--- src/rtl/fwd_hazard_unit_pkg.sv ---
// ---------------------------------------------------------------------------
// fwd_hazard_unit_pkg
//   Shared encodings for the EX-stage forwarding / load-use hazard unit.
//   - fwd_sel_e : operand mux select (register file, EX/MEM, MEM/WB)
//   - state_e   : stall state machine states
//   - REM_W     : width of the stall-remaining down-counter
// ---------------------------------------------------------------------------
package fwd_hazard_unit_pkg;

    typedef enum logic [1:0] {
        FWD_RF    = 2'b00,
        FWD_EXMEM = 2'b10,
        FWD_MEMWB = 2'b01
    } fwd_sel_e;

    typedef enum logic {
        ST_IDLE  = 1'b0,
        ST_STALL = 1'b1
    } state_e;

    // Pipeline write-enable / bubble controls driven as one group.
    typedef struct packed {
        logic pc_write;
        logic ifid_write;
        logic idex_bubble;
    } stall_ctl_t;

    localparam int REM_W = 4;

endpackage

--- src/rtl/fwd_hazard_unit_sat_counter.sv ---
// ---------------------------------------------------------------------------
// sat_counter
//   Saturating up-counter with synchronous clear.
//   Ports:
//     clk   - rising-edge clock
//     rst   - synchronous reset, active high
//     clr   - synchronous clear (wins over inc)
//     inc   - amount to add this cycle (INC_W bits, INC_W <= WIDTH)
//     cnt   - current count, sticks at all-ones
// ---------------------------------------------------------------------------
module sat_counter #(
    parameter int WIDTH = 16,
    parameter int INC_W = 1
) (
    input  logic             clk,
    input  logic             rst,
    input  logic             clr,
    input  logic [INC_W-1:0] inc,
    output logic [WIDTH-1:0] cnt
);

    logic [WIDTH-1:0] cnt_q, cnt_d;
    logic [WIDTH:0]   sum;

    // One extra bit catches overflow, so +2 at all-ones-minus-1 saturates too.
    always_comb begin
        sum   = {1'b0, cnt_q} + {{(WIDTH+1-INC_W){1'b0}}, inc};
        cnt_d = sum[WIDTH] ? {WIDTH{1'b1}} : sum[WIDTH-1:0];
    end

    always_ff @(posedge clk) begin
        if (rst || clr) cnt_q <= '0;
        else            cnt_q <= cnt_d;
    end

    assign cnt = cnt_q;

endmodule

--- src/rtl/fwd_hazard_unit.sv ---
// ---------------------------------------------------------------------------
// fwd_hazard_unit
//   EX-stage operand forwarding plus load-use hazard stall control.
//   Ports:
//     clk, reset_n              - clock; reset_n is active HIGH, synchronous
//     ex_rs/ex_rt(+_used)       - EX instruction source registers
//     ex_mem_*/mem_wb_*         - downstream writers (regwrite, rd)
//     id_rs/id_rt(+_used)       - ID instruction source registers
//     id_ex_memread, id_ex_rd   - EX instruction is a load, and its dest
//     flush                     - control-flow flush, beats any stall
//     cnt_clr                   - clear both event counters
//     forward_a/forward_b       - operand mux selects
//     pc_write, ifid_write      - front-end write enables
//     idex_bubble               - inject NOP into ID/EX
//     stall_active              - FSM sits in STALL
//     fwd_count, stall_count    - saturating event counters
// ---------------------------------------------------------------------------
module fwd_hazard_unit
    import fwd_hazard_unit_pkg::*;
#(
    parameter int REG_ADDR_W         = 2,
    parameter int LOAD_STALL_CYCLES  = 1,
    parameter int CNT_W              = 16,
    parameter int ZERO_REG_HARDWIRED = 0
) (
    input  logic                  clk,
    input  logic                  reset_n,
    input  logic [REG_ADDR_W-1:0] ex_rs,
    input  logic [REG_ADDR_W-1:0] ex_rt,
    input  logic                  ex_rs_used,
    input  logic                  ex_rt_used,
    input  logic                  ex_mem_regwrite,
    input  logic                  mem_wb_regwrite,
    input  logic [REG_ADDR_W-1:0] ex_mem_rd,
    input  logic [REG_ADDR_W-1:0] mem_wb_rd,
    input  logic [REG_ADDR_W-1:0] id_rs,
    input  logic [REG_ADDR_W-1:0] id_rt,
    input  logic                  id_rs_used,
    input  logic                  id_rt_used,
    input  logic                  id_ex_memread,
    input  logic [REG_ADDR_W-1:0] id_ex_rd,
    input  logic                  flush,
    input  logic                  cnt_clr,
    output logic [1:0]            forward_a,
    output logic [1:0]            forward_b,
    output logic                  pc_write,
    output logic                  ifid_write,
    output logic                  idex_bubble,
    output logic                  stall_active,
    output logic [CNT_W-1:0]      fwd_count,
    output logic [CNT_W-1:0]      stall_count
);

    localparam bit ZR = (ZERO_REG_HARDWIRED != 0);

    // Port is named reset_n but asserts high.
    logic rst;
    assign rst = reset_n;

    // ------------------------------------------------------------------
    // Forwarding: operand 0 = rs (A), operand 1 = rt (B)
    // ------------------------------------------------------------------
    logic [1:0][REG_ADDR_W-1:0] ex_src;
    logic [1:0]                 ex_used;
    fwd_sel_e                   fwd_sel [2];
    logic [1:0]                 fwd_nz;

    assign ex_src  = {ex_rt, ex_rs};
    assign ex_used = {ex_rt_used, ex_rs_used};

    for (genvar g = 0; g < 2; g++) begin : g_fwd
        logic exm_hit, wb_hit, zero_src;

        always_comb begin
            exm_hit  = ex_mem_regwrite && (ex_mem_rd == ex_src[g]) && ex_used[g];
            wb_hit   = mem_wb_regwrite && (mem_wb_rd == ex_src[g]) && ex_used[g];
            zero_src = ZR && (ex_src[g] == '0);
            // EX/MEM holds the younger result, so it outranks MEM/WB.
            if (rst || zero_src) fwd_sel[g] = FWD_RF;
            else if (exm_hit)    fwd_sel[g] = FWD_EXMEM;
            else if (wb_hit)     fwd_sel[g] = FWD_MEMWB;
            else                 fwd_sel[g] = FWD_RF;
        end

        assign fwd_nz[g] = (fwd_sel[g] != FWD_RF);
    end

    assign forward_a = fwd_sel[0];
    assign forward_b = fwd_sel[1];

    // ------------------------------------------------------------------
    // Load-use hazard detect
    // ------------------------------------------------------------------
    logic hz, zero_ld;

    always_comb begin
        zero_ld = ZR && (id_ex_rd == '0);
        hz      = id_ex_memread && !zero_ld &&
                  ((id_rs_used && (id_ex_rd == id_rs)) ||
                   (id_rt_used && (id_ex_rd == id_rt)));
    end

    // ------------------------------------------------------------------
    // Stall FSM: the IDLE cycle that detects the hazard is the first
    // bubble; STALL covers the remaining LOAD_STALL_CYCLES-1 bubbles.
    // ------------------------------------------------------------------
    state_e           state_q, state_d;
    logic [REM_W-1:0] rem_q, rem_d;
    logic             stall;
    stall_ctl_t       ctl;

    always_ff @(posedge clk) begin
        if (rst) begin
            state_q <= ST_IDLE;
            rem_q   <= '0;
        end else begin
            state_q <= state_d;
            rem_q   <= rem_d;
        end
    end

    always_comb begin
        state_d = state_q;
        rem_d   = rem_q;
        if (flush) begin
            state_d = ST_IDLE;
            rem_d   = '0;
        end else begin
            case (state_q)
                ST_IDLE: begin
                    if (hz && (LOAD_STALL_CYCLES > 1)) begin
                        state_d = ST_STALL;
                        rem_d   = REM_W'(LOAD_STALL_CYCLES - 1);
                    end
                end
                ST_STALL: begin
                    // <=1 also recovers from a never-expected rem_q of 0.
                    if (rem_q <= REM_W'(1)) begin
                        state_d = ST_IDLE;
                        rem_d   = '0;
                    end else begin
                        rem_d   = rem_q - REM_W'(1);
                    end
                end
                default: begin
                    state_d = ST_IDLE;
                    rem_d   = '0;
                end
            endcase
        end
    end

    always_comb begin
        stall = 1'b0;
        if (!rst && !flush)
            stall = (state_q == ST_STALL) || hz;
        ctl.pc_write    = !stall;
        ctl.ifid_write  = !stall;
        ctl.idex_bubble = stall;
    end

    assign pc_write     = ctl.pc_write;
    assign ifid_write   = ctl.ifid_write;
    assign idex_bubble  = ctl.idex_bubble;
    assign stall_active = (state_q == ST_STALL);

    // ------------------------------------------------------------------
    // Event counters
    // ------------------------------------------------------------------
    logic [1:0] fwd_inc;
    assign fwd_inc = {1'b0, fwd_nz[0]} + {1'b0, fwd_nz[1]};

    sat_counter #(.WIDTH(CNT_W), .INC_W(2)) u_fwd_cnt (
        .clk (clk),
        .rst (rst),
        .clr (cnt_clr),
        .inc (fwd_inc),
        .cnt (fwd_count)
    );

    sat_counter #(.WIDTH(CNT_W), .INC_W(1)) u_stall_cnt (
        .clk (clk),
        .rst (rst),
        .clr (cnt_clr),
        .inc (stall),
        .cnt (stall_count)
    );

endmodule

--- config.mk ---
export PLATFORM = sky130hd
export DESIGN_NAME = fwd_hazard_unit
export DESIGN_NICKNAME = d
export VERILOG_FILES = /design/src/rtl/fwd_hazard_unit_pkg.sv /design/src/rtl/fwd_hazard_unit_sat_counter.sv /design/src/rtl/fwd_hazard_unit.sv
export SDC_FILE = /design/constraint.sdc
export NUM_CORES = 1
export LEC_CHECK = 0
export ABC_AREA = 1
export BUFFER_PORTS_ARGS = -buffer_cell sky130_fd_sc_hd__buf_2
export CAP_MARGIN = 0
export CORE_MARGIN = 3
export CORE_UTILIZATION = 50
export CTS_BUF_LIST = sky130_fd_sc_hd__clkbuf_2
export DETAILED_ROUTE_END_ITERATION = 16
export PLACE_DENSITY = 0.76
export SETUP_SLACK_MARGIN = 0.1
export SLEW_MARGIN = 20
export SYNTH_ARGS = -nofsm -noshare
export SYNTH_HDL_FRONTEND = slang
export SYNTH_HIERARCHICAL = 1
export SYNTH_SLANG_ARGS = --single-unit
--- constraint.sdc ---
create_clock -name clk -period 3.42 [get_ports clk]
set_input_delay 1.026 -clock clk [delete_from_list [all_inputs] [get_ports clk]]
set_output_delay 1.026 -clock clk [all_outputs]
set_load 0.01 [all_outputs]
# Word-level counts from Yosys, hierarchy flattened
# Cells that the tools add are included.
# op_classes
add_sub_neg,4
order_cmp,1
eq_ne,6
muxes,11
n_bitwise,1
n_reduce_logical,22
# op_table
op,count
16-bit two-way mux,2
16-bit by 1-bit adder with 17-bit output,1
16-bit by 2-bit adder with 17-bit output,1
2-bit equality test,6
1-bit logical AND,12
2-bit two-way mux,4
4-bit by 1-bit <= comparator with 1-bit output (second input constant),1
1-bit two-way mux,4
4-bit two-way mux,1
2-bit nonzero test,2
4-bit by 1-bit subtractor with 4-bit output (second input constant),1
1-bit logical NOT,3
1-bit logical OR,3
3-bit OR reduction,1
1-bit by 1-bit adder with 2-bit output,1
2-bit OR reduction,1
1-bit inverter,1
# word_totals
regBits,37
output_inout_bits,40
word_cells,49

# Logic depth before layout (Yosys ltp)
# Gate-level depths: netlist of the first run.
# logic_depth
depth_word,10
ltp_mapped,19

# Cells and area by module
# Netlist of the first run, hierarchy kept.
# modules_own_cells
module,instances,cells_each,area_per_inst_um2,seq_area_each_um2
sat_counter (u_fwd_cnt),1,122,947.2,320.3
sat_counter (u_stall_cnt),1,128,912.1,320.3
fwd_hazard_unit,1,104,590.6,100.1

# Least setup slack after synthesis of the first run
# No wires, ideal clock.
# synth_path
path_kind,input to register
startpoint,in ex_mem_rd[0]
endpoint,"reg u_fwd_cnt.cnt_q[10], in the netlist u_fwd_cnt/cnt[10]"
setup_ns,0.121
arrival_time_ns,2.935
setup_slack_ns,0.364
cell_stages,17
path_buffers,0
path_cell_list,inv_1 > nand2_1 > nand2_1 > nor2_1 > nand3_1 > nand2_1 > nand2_1 > ha_1 > ha_1 > inv_1 > fa_1 > inv_1 > nand2_1 > nor2_2 > nand2_1 > xor2_1 > a21oi_2
# synth_via
elab_chain_len,9
elab_cells_between_ends,15
# synth_rtl
item,line,source
from (decl),fwd_hazard_unit.sv:34,"input logic [REG_ADDR_W-1:0] ex_mem_rd,"
2-bit equality test,fwd_hazard_unit.sv:75,exm_hit = ex_mem_regwrite && (ex_mem_rd == ex_src[g]) && ex_used[g];
1-bit logical AND (2 in series),fwd_hazard_unit.sv:75,
2-bit two-way mux,fwd_hazard_unit.sv:80,else if (exm_hit) fwd_sel[g] = FWD_EXMEM;
2-bit two-way mux,fwd_hazard_unit.sv:79,if (rst || zero_src) fwd_sel[g] = FWD_RF;
2-bit nonzero test,fwd_hazard_unit.sv:85,assign fwd_nz[g] = (fwd_sel[g] != FWD_RF);
1-bit by 1-bit adder with 2-bit output *,fwd_hazard_unit.sv:171,"assign fwd_inc = {1'b0, fwd_nz[0]} + {1'b0, fwd_nz[1]};"
via fwd_inc[0],fwd_hazard_unit.sv:170,logic [1:0] fwd_inc;
16-bit by 2-bit adder with 17-bit output *,fwd_hazard_unit_sat_counter.sv:27,"sum = {1'b0, cnt_q} + {{(WIDTH+1-INC_W){1'b0}}, inc};"
16-bit two-way mux *,fwd_hazard_unit_sat_counter.sv:28,cnt_d = sum[WIDTH] ? {WIDTH{1'b1}} : sum[WIDTH-1:0];
to (signal assigned),fwd_hazard_unit_sat_counter.sv:33,else cnt_q <= cnt_d;
to (decl),fwd_hazard_unit_sat_counter.sv:22,"logic [WIDTH-1:0] cnt_q, cnt_d;"
# The timed path passes the listed nets; every way through them passes the cells marked *.
# A chain may end at the register's enable or synchronous reset.

# Final worst setup path of the first run
# layout_path
startpoint,in ex_rs[0]
endpoint,"reg u_fwd_cnt.cnt_q[13], in the netlist u_fwd_cnt/cnt[13]"
# layout_via
elab_chain_len,10
elab_cells_between_ends,13
# layout_rtl
item,line,source
from (decl),fwd_hazard_unit.sv:28,"input logic [REG_ADDR_W-1:0] ex_rs,"
2-bit equality test,fwd_hazard_unit.sv:76,wb_hit = mem_wb_regwrite && (mem_wb_rd == ex_src[g]) && ex_used[g];
1-bit logical AND (2 in series),fwd_hazard_unit.sv:76,
1-bit two-way mux,fwd_hazard_unit.sv:81,else if (wb_hit) fwd_sel[g] = FWD_MEMWB;
2-bit two-way mux *,fwd_hazard_unit.sv:80,
2-bit two-way mux *,fwd_hazard_unit.sv:79,
2-bit nonzero test *,fwd_hazard_unit.sv:85,
1-bit by 1-bit adder with 2-bit output *,fwd_hazard_unit.sv:171,
via fwd_inc[0],fwd_hazard_unit.sv:170,
16-bit by 2-bit adder with 17-bit output *,fwd_hazard_unit_sat_counter.sv:27,
16-bit two-way mux *,fwd_hazard_unit_sat_counter.sv:28,
# Marks and branches as above.

==> results of run 1 <==
worst reg2reg max path: cells and delay by family, from the launching register on:
| family | cells | cell delay (ps) |
|---|---|---|
| and+or+nand+nor | 7 | 930 |
| adders and majority gates | 1 | 170 |
| DFF | 1 | 450 |
| buffers and inverters | 3 | 290 |
metal layers:
metal | routed length, microns | global-route usage (%) | up-vias
li1 | - | - | 1236
met1 | 2310 | 22.9 | 1016
met2 | 2470 | 32.2 | 53
met3 | 237 | 4.14 | 5
met4 | 63 | 6.70 | 0
met5 | 0 | 0 | -
Yosys cell counts:
cell      count
nand3_2       2
nand4_4       2
o21ai_2       2
buf_6         2
nor2_2       11
nor2_1       34
or2_1         1
nand3b_1      2
nor2_4        4
xnor2_1      10
inv_2         5
nor3_2        2
nand2_4       1
inv_1        55
nand4_1       4
nand3_1      23
nand3_4       2
ha_1          7
fa_1          1
a21oi_2       5
buf_4         1
nor3_4        1
a31oi_1       2
nand2_2       8
nor3_1        2
a21oi_1      16
nand2_1      89
o21ai_0       5
nor2_8        1
clkinv_1      2
o21ai_1       5
or2_2         1
dfxtp_1      37
xor2_1        9
path summary, 6_finish.rpt:
check	end	slack, ps
min	rem_q[0]	500
max reg2reg	u_stall_cnt/cnt[0]	1520
min reg2reg	rem_q[0]	500
max	u_fwd_cnt/cnt[13]	470
sequential cells by signal, indices dropped and copies added, names as in the netlist:
signal and cells:
u_stall_cnt/cnt 16, rem_q 4, u_fwd_cnt/cnt 16, stall_active 1
cell usage in the layout, fill, tap and decap left out, types with 2 or more instances in the layout:
cell / Yosys / final
nor2_2: 11 / 11
nand3_2: 2 / 2
nand3b_1: 2 / 2
o21ai_0: 5 / 5
nor3_1: 2 / 2
nor2_1: 34 / 34
o21ai_2: 2 / 2
a21oi_1: 16 / 16
o21ai_1: 5 / 5
inv_2: 5 / 5
nand3_4: 2 / 2
nand2_1: 89 / 89
a21oi_2: 5 / 5
nand2_2: 8 / 8
clkinv_1: 2 / 2
xor2_1: 9 / 9
xnor2_1: 10 / 10
nand4_1: 4 / 4
nand4_4: 2 / 2
nor2_4: 4 / 4
a31oi_1: 2 / 2
clkbuf_2: 0 / 6
nor3_2: 2 / 2
ha_1: 7 / 7
dfxtp_1: 37 / 37
nand3_1: 23 / 23
clkinv_2: 0 / 2
inv_1: 55 / 55
buf_2: 0 / 64
kinds of logic after synthesis:
group | synth area share (%)
xor gates and xnor gates | 6.79
adders and majority gates | 4.39
AOI/OAI and AO/OA | 8.32
buffers and inverters | 10.7
DFF | 30.2
and+or+nand+nor | 39.5
final cells by class:
| cell class | instances | area [sq um] |
|---|---|---|
| Clock buffer | 6 | 30.0 |
| Sequential cell | 37 | 741 |
| Clock inverter | 2 | 10.0 |
| Multi-Input combinational cell | 252 | 1450 |
| Tap cell | 65 | 81.3 |
| Timing Repair Buffer | 64 | 320 |
| Fill cell | 420 | 1670 |
| Inverter | 62 | 233 |
power by group through the flow:
| stage | combinational, mW | clock [mW] | sequential [mW] |
|---|---|---|---|
| final | 0.0628 | 0.201 | 0.433 |
| after global routing | 0.0718 | 0.234 | 0.433 |
| after CTS | 0.0634 | 0.211 | 0.433 |
| after detailed placement | 0.0631 | 0 | 0.442 |
| after global placement | 0.0624 | 0 | 0.442 |
| after floorplan | 0.0347 | 0 | 0.442 |
==> impl_results.md, run 1 <==
- Worst R2R Start: stall_active
- Synthesized flop and latch total: 37
- Fraction of layout cells with a size suffix above 1: around 28%
- Drt first pass iters: 4
- Number of global-route vias before repair: 2133
- Max-Cap Viols: 0
- Hold Path Class: flip-flop to flip-flop
- Endpoints failing setup: 0
- Die X: 76.0 microns
- Die ar.: just under 6000 sq um
- Seq pwr share: 62.1%
- CTS Buffer Depth: 2
- H-tree levels: 2
- Syn Area/Cell: 6.92 sq um
- Fin crit period: around 3000 ps
- Clk_lat worst skew: around 400 ps
- Setup WS pre-CTS: 49.8 ps
- Leak: 1.46 nW
- Worst Setup Start Kind: input port
- Switch Pwr: 0.187 mW
- Port Buffers: between 60 and 70
- Avg WL per Cell: around 10 microns
- Sw Ratio: around 27%
- Crit path max-delay cell type: fa_1
- Worst Path Required: 3770 ps
- Pwr dens: 244 nW/um^2
- Area Growth Syn to Fin: 16.8%
- Placement-stage cell area: about 2800 sq um
- Fin worst setup slack: 468 ps
- Number of setup buffers added after CTS: 0
- RSZ-0062 raised after global routing: no
- GR Overflow Total: 0
- Cells on Worst Hold Path: 2
- Pin slew with the least headroom to its limit: 327 ps
- Start point of the worst hold path: rem_q[0]
- Critical Path AT: 3310 ps
- CP dominant cell by count: nand2_1
- Chip Height: about 76 microns
- Final Non-Filler Cells: 488
- DR vias/cell: approximately 4.7
- Post_cts resized: 0
- Synthesized area: 2450 sq um
- Post-DP HPWL: roughly 4 mm
- IO Count: 65
- Clock power frac: 28.9%
- Setup TNS: 0 ps
- Cells after Synth: 354
- TritonCTS Sinks: 37
- CTS Buf Count: 5
- Slowest stage delay, CP: 390 ps
- CP startpoint: ex_rs[0]
- DRC errors left: 0
- Design area: 2860 sq um
- Worst path bufs/invs: 5
- Hold Buf Count CTS: 0
- DR vias: 2310
- Dpl cells: 480
- GP Congestion: about 0.84
- CTS root buf: clkbuf_2
- Final core occ: 63.1%
- Clk pin slew, worst setup/hold paths: 190 ps
- First-pass GRT wire length: 9.02 mm
- Mapped Nets: 387
- CP max FO: 15
- R2R depth: 11
- Crit. path cell count: 19
- Worst setup EP type: flip-flop
- Outcome: finished, final reports clean
- Relative slew slack: 78.1%
- Yosys top cell area share: 30.2%
- ANT cells: 0
- Largest net degree at the start of global routing: 16
- Power consumption: 0.697 mW
- Distinct cells, synth: 34
- Final hold slack: 496 ps
- Hold Vio Cnt, Final: 0
- Core ar.: 4530 sq um
- Antenna viol nets, final: 0
- Logic pwr share: 9.0%
- Initial Util: 54.0%
- Total detailed-routing wirelength: between 5 and 6 mm
- # rows: 24
- Area contributors post-synth: dfxtp_1 (30%), nand2_1 (14%), inv_1 (8.4%)
- Sequential cell area fraction in the yosys report: between 30% and 40%
- Fin. max-slew vios: 0
- Initial antenna violation count: 0
- Cell family with most CP delay: simple AND/OR/NAND/NOR gates
- Largest area contributor in the synthesized netlist: dfxtp_1
- NumNets Final: 455
- Ys Warns: 6
- Int Power: around 0.5 mW
- CTS tree: done
- Worst Clk Skew: 17.5 ps
- Ratio of final minimum period to clock period: 86.3%
- CP Class: input port to flip-flop
- Total track usage: a little under a fifth
- Worst path cell trace: buf_2, inv_1, nand2_1, nand2_1, nor2_1, nand3_1, nand2_1, nand2_1, ha_1, ha_1, inv_1, fa_1, inv_1, nand3_4, nor2_4, nand3_4, nand3_1, nand2_1, inv_1
- Peak supply drop: ~0.17 mV
- Peak Freq: 339 MHz
- Iteration-0 DRC Markers: 97
Note: power is estimated with default switching activity, not from simulation.
==> run 2: changes to the inputs <==
PLACE_DENSITY = 0.77   (was 0.76)
SYNTH_HIERARCHICAL = not set   (was 1)
==> impl_results.md, run 2 <==
- Outcome: finished, final reports clean
- DR vias/cell: 5.02 (+6.0%)
- EDFF count, synth: 0 (unchanged)
- Core ar.: 4170 sq um (-8.0%)
- Design area: 2700 sq um (-5.7%)
- Post-synth ARST share: 0% (unchanged)
- Commonest non-fill, non-tap cell in the layout: nand2_1
- H-tree levels: 2 (unchanged)
- Distinct cells, synth: 30 (-12%)
- CTS root buf: clkbuf_2
- Setup TNS: 0 ps (unchanged)
- Die ar.: 5380 sq um (-6.8%)
- CTS Buffer Depth: 2 (unchanged)
- FF-to-FF setup slack: 1190 ps (-330 ps)
- Worst Clk Skew: 29.6 ps (+12.1 ps)
- Pin slew with the least headroom to its limit: 375 ps (+48.2 ps)
- Chip Height: 73.4 microns (-3.4%)
- Fraction of layout cells with a size suffix above 1: 23.3% (-4.9 points)
- Drt first pass iters: 4 (unchanged)
- Avg WL per Cell: 11.3 microns (+8.1%)
- Critical Path AT: 1880 ps (-1430 ps)
- Clk pin slew, worst setup/hold paths: 180 ps (about the same)
- Post-DP HPWL: 4.04 mm (+0.69%)
- Max-Cap Viols: 0 (unchanged)
- Crit path max-delay cell type: a21oi_1
- CP max FO: 5 (-10)
- Antenna viol nets, final: 0 (unchanged)
- Fin. max-slew vios: 0 (unchanged)
- Cells after Synth: 335 (-5.4%)
- Synth top cells by count: nand2_1 (75), inv_1 (54), nor2_1 (49), dfxtp_1 (37), nand3_1 (30)
- Slowest stage delay, CP: 220 ps (-170 ps)
- Ys Warns: 0 (-6)
- Most frequent cell after synthesis: nand2_1
- Largest area contributor in the synthesized netlist: dfxtp_1
- Synthesized flop and latch total: 37 (unchanged)
- Endpoints failing setup: 0 (unchanged)
- Iteration-0 DRC Markers: 118 (+22%)
- Ratio of final minimum period to clock period: 85.1% (-1.2 points)
- Commonest non-fill, non-tap cells in the layout: nand2_1 (75), buf_2 (64), inv_1 (54)
- NumNets Final: 434 (-4.6%)
- Crit. path cell count: 7 (-12)
- Syn Area/Cell: 6.78 sq um (-2.1%)
- Worst path bufs/invs: 4 (-1)
- Fin crit period: 2910 ps (-42.5 ps)
- Worst Path Required: 2390 ps (-1380 ps)
- Peak supply drop: 0.165 mV (-2.8%)
- CTS tree: done
- Area Growth Syn to Fin: 18.9%
- ANT cells: 0 (unchanged)
- Synth Flop Type: dfxtp_1
- Hold Buf Count CTS: 0 (unchanged)
- Hold Path Class: flip-flop to flip-flop
- Port Buffers: 64 (unchanged)
- Peak Freq: 344 MHz (+1.5%)
- GP Congestion: 0.837 (-0.56%)
- R2R depth: 12 (+1)
- DR vias: 2278 (-1.4%)
- IO Count: 65 (unchanged)
- First-pass GRT wire length: 8.55 mm (-5.2%)
- Post_cts resized: 0 (unchanged)
- CP Class: input port to output pin
- Cell family with most CP delay: buffers and inverters
- # rows: 23 (-4.2%)
- Total track usage: 19.8% (+1.1 points)
- RSZ-0062 raised after global routing: no
- Leak: 1.30 nW (-11%)
- Area contributors post-synth: dfxtp_1 (33%), nand2_1 (12%), inv_1 (8.9%)
- Number of setup buffers added after CTS: 0 (unchanged)
- Worst setup EP type: output pin
- Die X: 73.4 microns (-3.4%)
- Pwr dens: 282 nW/um^2 (+16%)
- Placement-stage cell area: 2640 sq um (-6.6%)
- Relative slew slack: 74.9% (-3.2 points)
- Worst path cell trace: buf_2, nor2_1, inv_1, nor2_1, a21oi_1, inv_1, buf_2
- Cells on Worst Hold Path: 2 (unchanged)
- DRC errors left: 0 (unchanged)
- TritonCTS Sinks: 37 (unchanged)
- Clk_lat worst skew: 380 ps (about the same)
- Sequential cell area fraction in the yosys report: 32.6% (+2.4 points)
- Number of global-route vias before repair: 2057 (-3.6%)
- Initial Util: 54.4% (+0.36 points)
- Hold Vio Cnt, Final: 0 (unchanged)
- GR Overflow Total: 0 (unchanged)
- Largest net degree at the start of global routing: 22 (+6)
- Total detailed-routing wirelength: 5.12 mm (+0.59%)
- Mapped Nets: 366 (-5.4%)
- Synthesized area: 2270 sq um (-7.4%)
- Yosys top cell area share: 32.6% (+2.4 points)
- Initial antenna violation count: 0 (unchanged)
- Worst Setup Start Kind: input port
- Power consumption: 0.760 mW (+9.1%)
- CTS Buf Count: 5 (unchanged)
-- run 2: cell types whose count changed in the layout (fill, tap and decap cells not counted), sizes merged, moves of 3 or more --
cell,delta
nand3,+4
o21ai,-4
xnor2,+4
nand2,-20
clkinv,-3
inv,-5
nand4,+4
-- run 2: cell families (layout without fill, tap and decap cells) --
kind of cell / after synthesis / count (layout) / synth area share [%]
xor+xnor: 21 / 21 / 8.10
flops: 37 / 37 / 32.6
fa+ha+maj: 6 / 6 / 3.64
compound gates: 32 / 32 / 9.04
buf+inv: 60 / 129 / 10.5
simple gates: 179 / 179 / 36.1
-- run 2: per-layer routing --
metal	wire, microns	global-route usage [%]	vias to the layer above
li1	-	-	1190
met1	2260	24.1	1003
met2	2410	35.2	77
met3	383	4.10	8
met4	58	5.63	0
met5	0	0	-
-- run 2: path summary, 6_finish.rpt --
kind,start,end
setup / recovery,reset_n,idex_bubble
hold / removal,rem_q[3],rem_q[2]
setup reg to reg,stall_active,u_stall_cnt.cnt[15]
hold reg to reg,rem_q[3],rem_q[2]
-- run 2: cell type report --
type	instances	area, sq um
multi-input cells	238	1290
fillers	404	1470
flip-flops and latches	37	741
clock buffers	6	30.0
inverters	55	206
well taps	50	62.6
clock inverters	2	33.8
repair buffers	66	335
-- run 2: stage by stage --
stage | setup WS [ps] | cells | utilization, % | hold WS, ps
final | 511 | 454 | 64.7 | 528
after global routing | 347 | 454 | 64.7 | 552
after CTS | 495 | 454 | 64.7 | 532
after detailed placement | 142 | 446 | 63.1 | 505
after global placement | 240 | 446 | 63.1 | 476
after floorplan | 281 | 335 | - | 461
-- run 2: power breakdown --
part,internal [mW],switching (mW),total [mW]
Clock,0.125,0.145,0.270
Sequential,0.432,0.000334,0.433
Combinational,0.0256,0.0319,0.0574
-- run 2: worst reg2reg max path: stages (launching register included) --
cell     delay [ps]
dfxtp_1         440
inv_1           140
nor2_1          120
a21oi_1          70
inv_1           100
ha_1            200
ha_1            240
nand2_2         110
nor2_8          190
nand4_4         290
nand3_1         190
nand2_1          60
inv_1            40
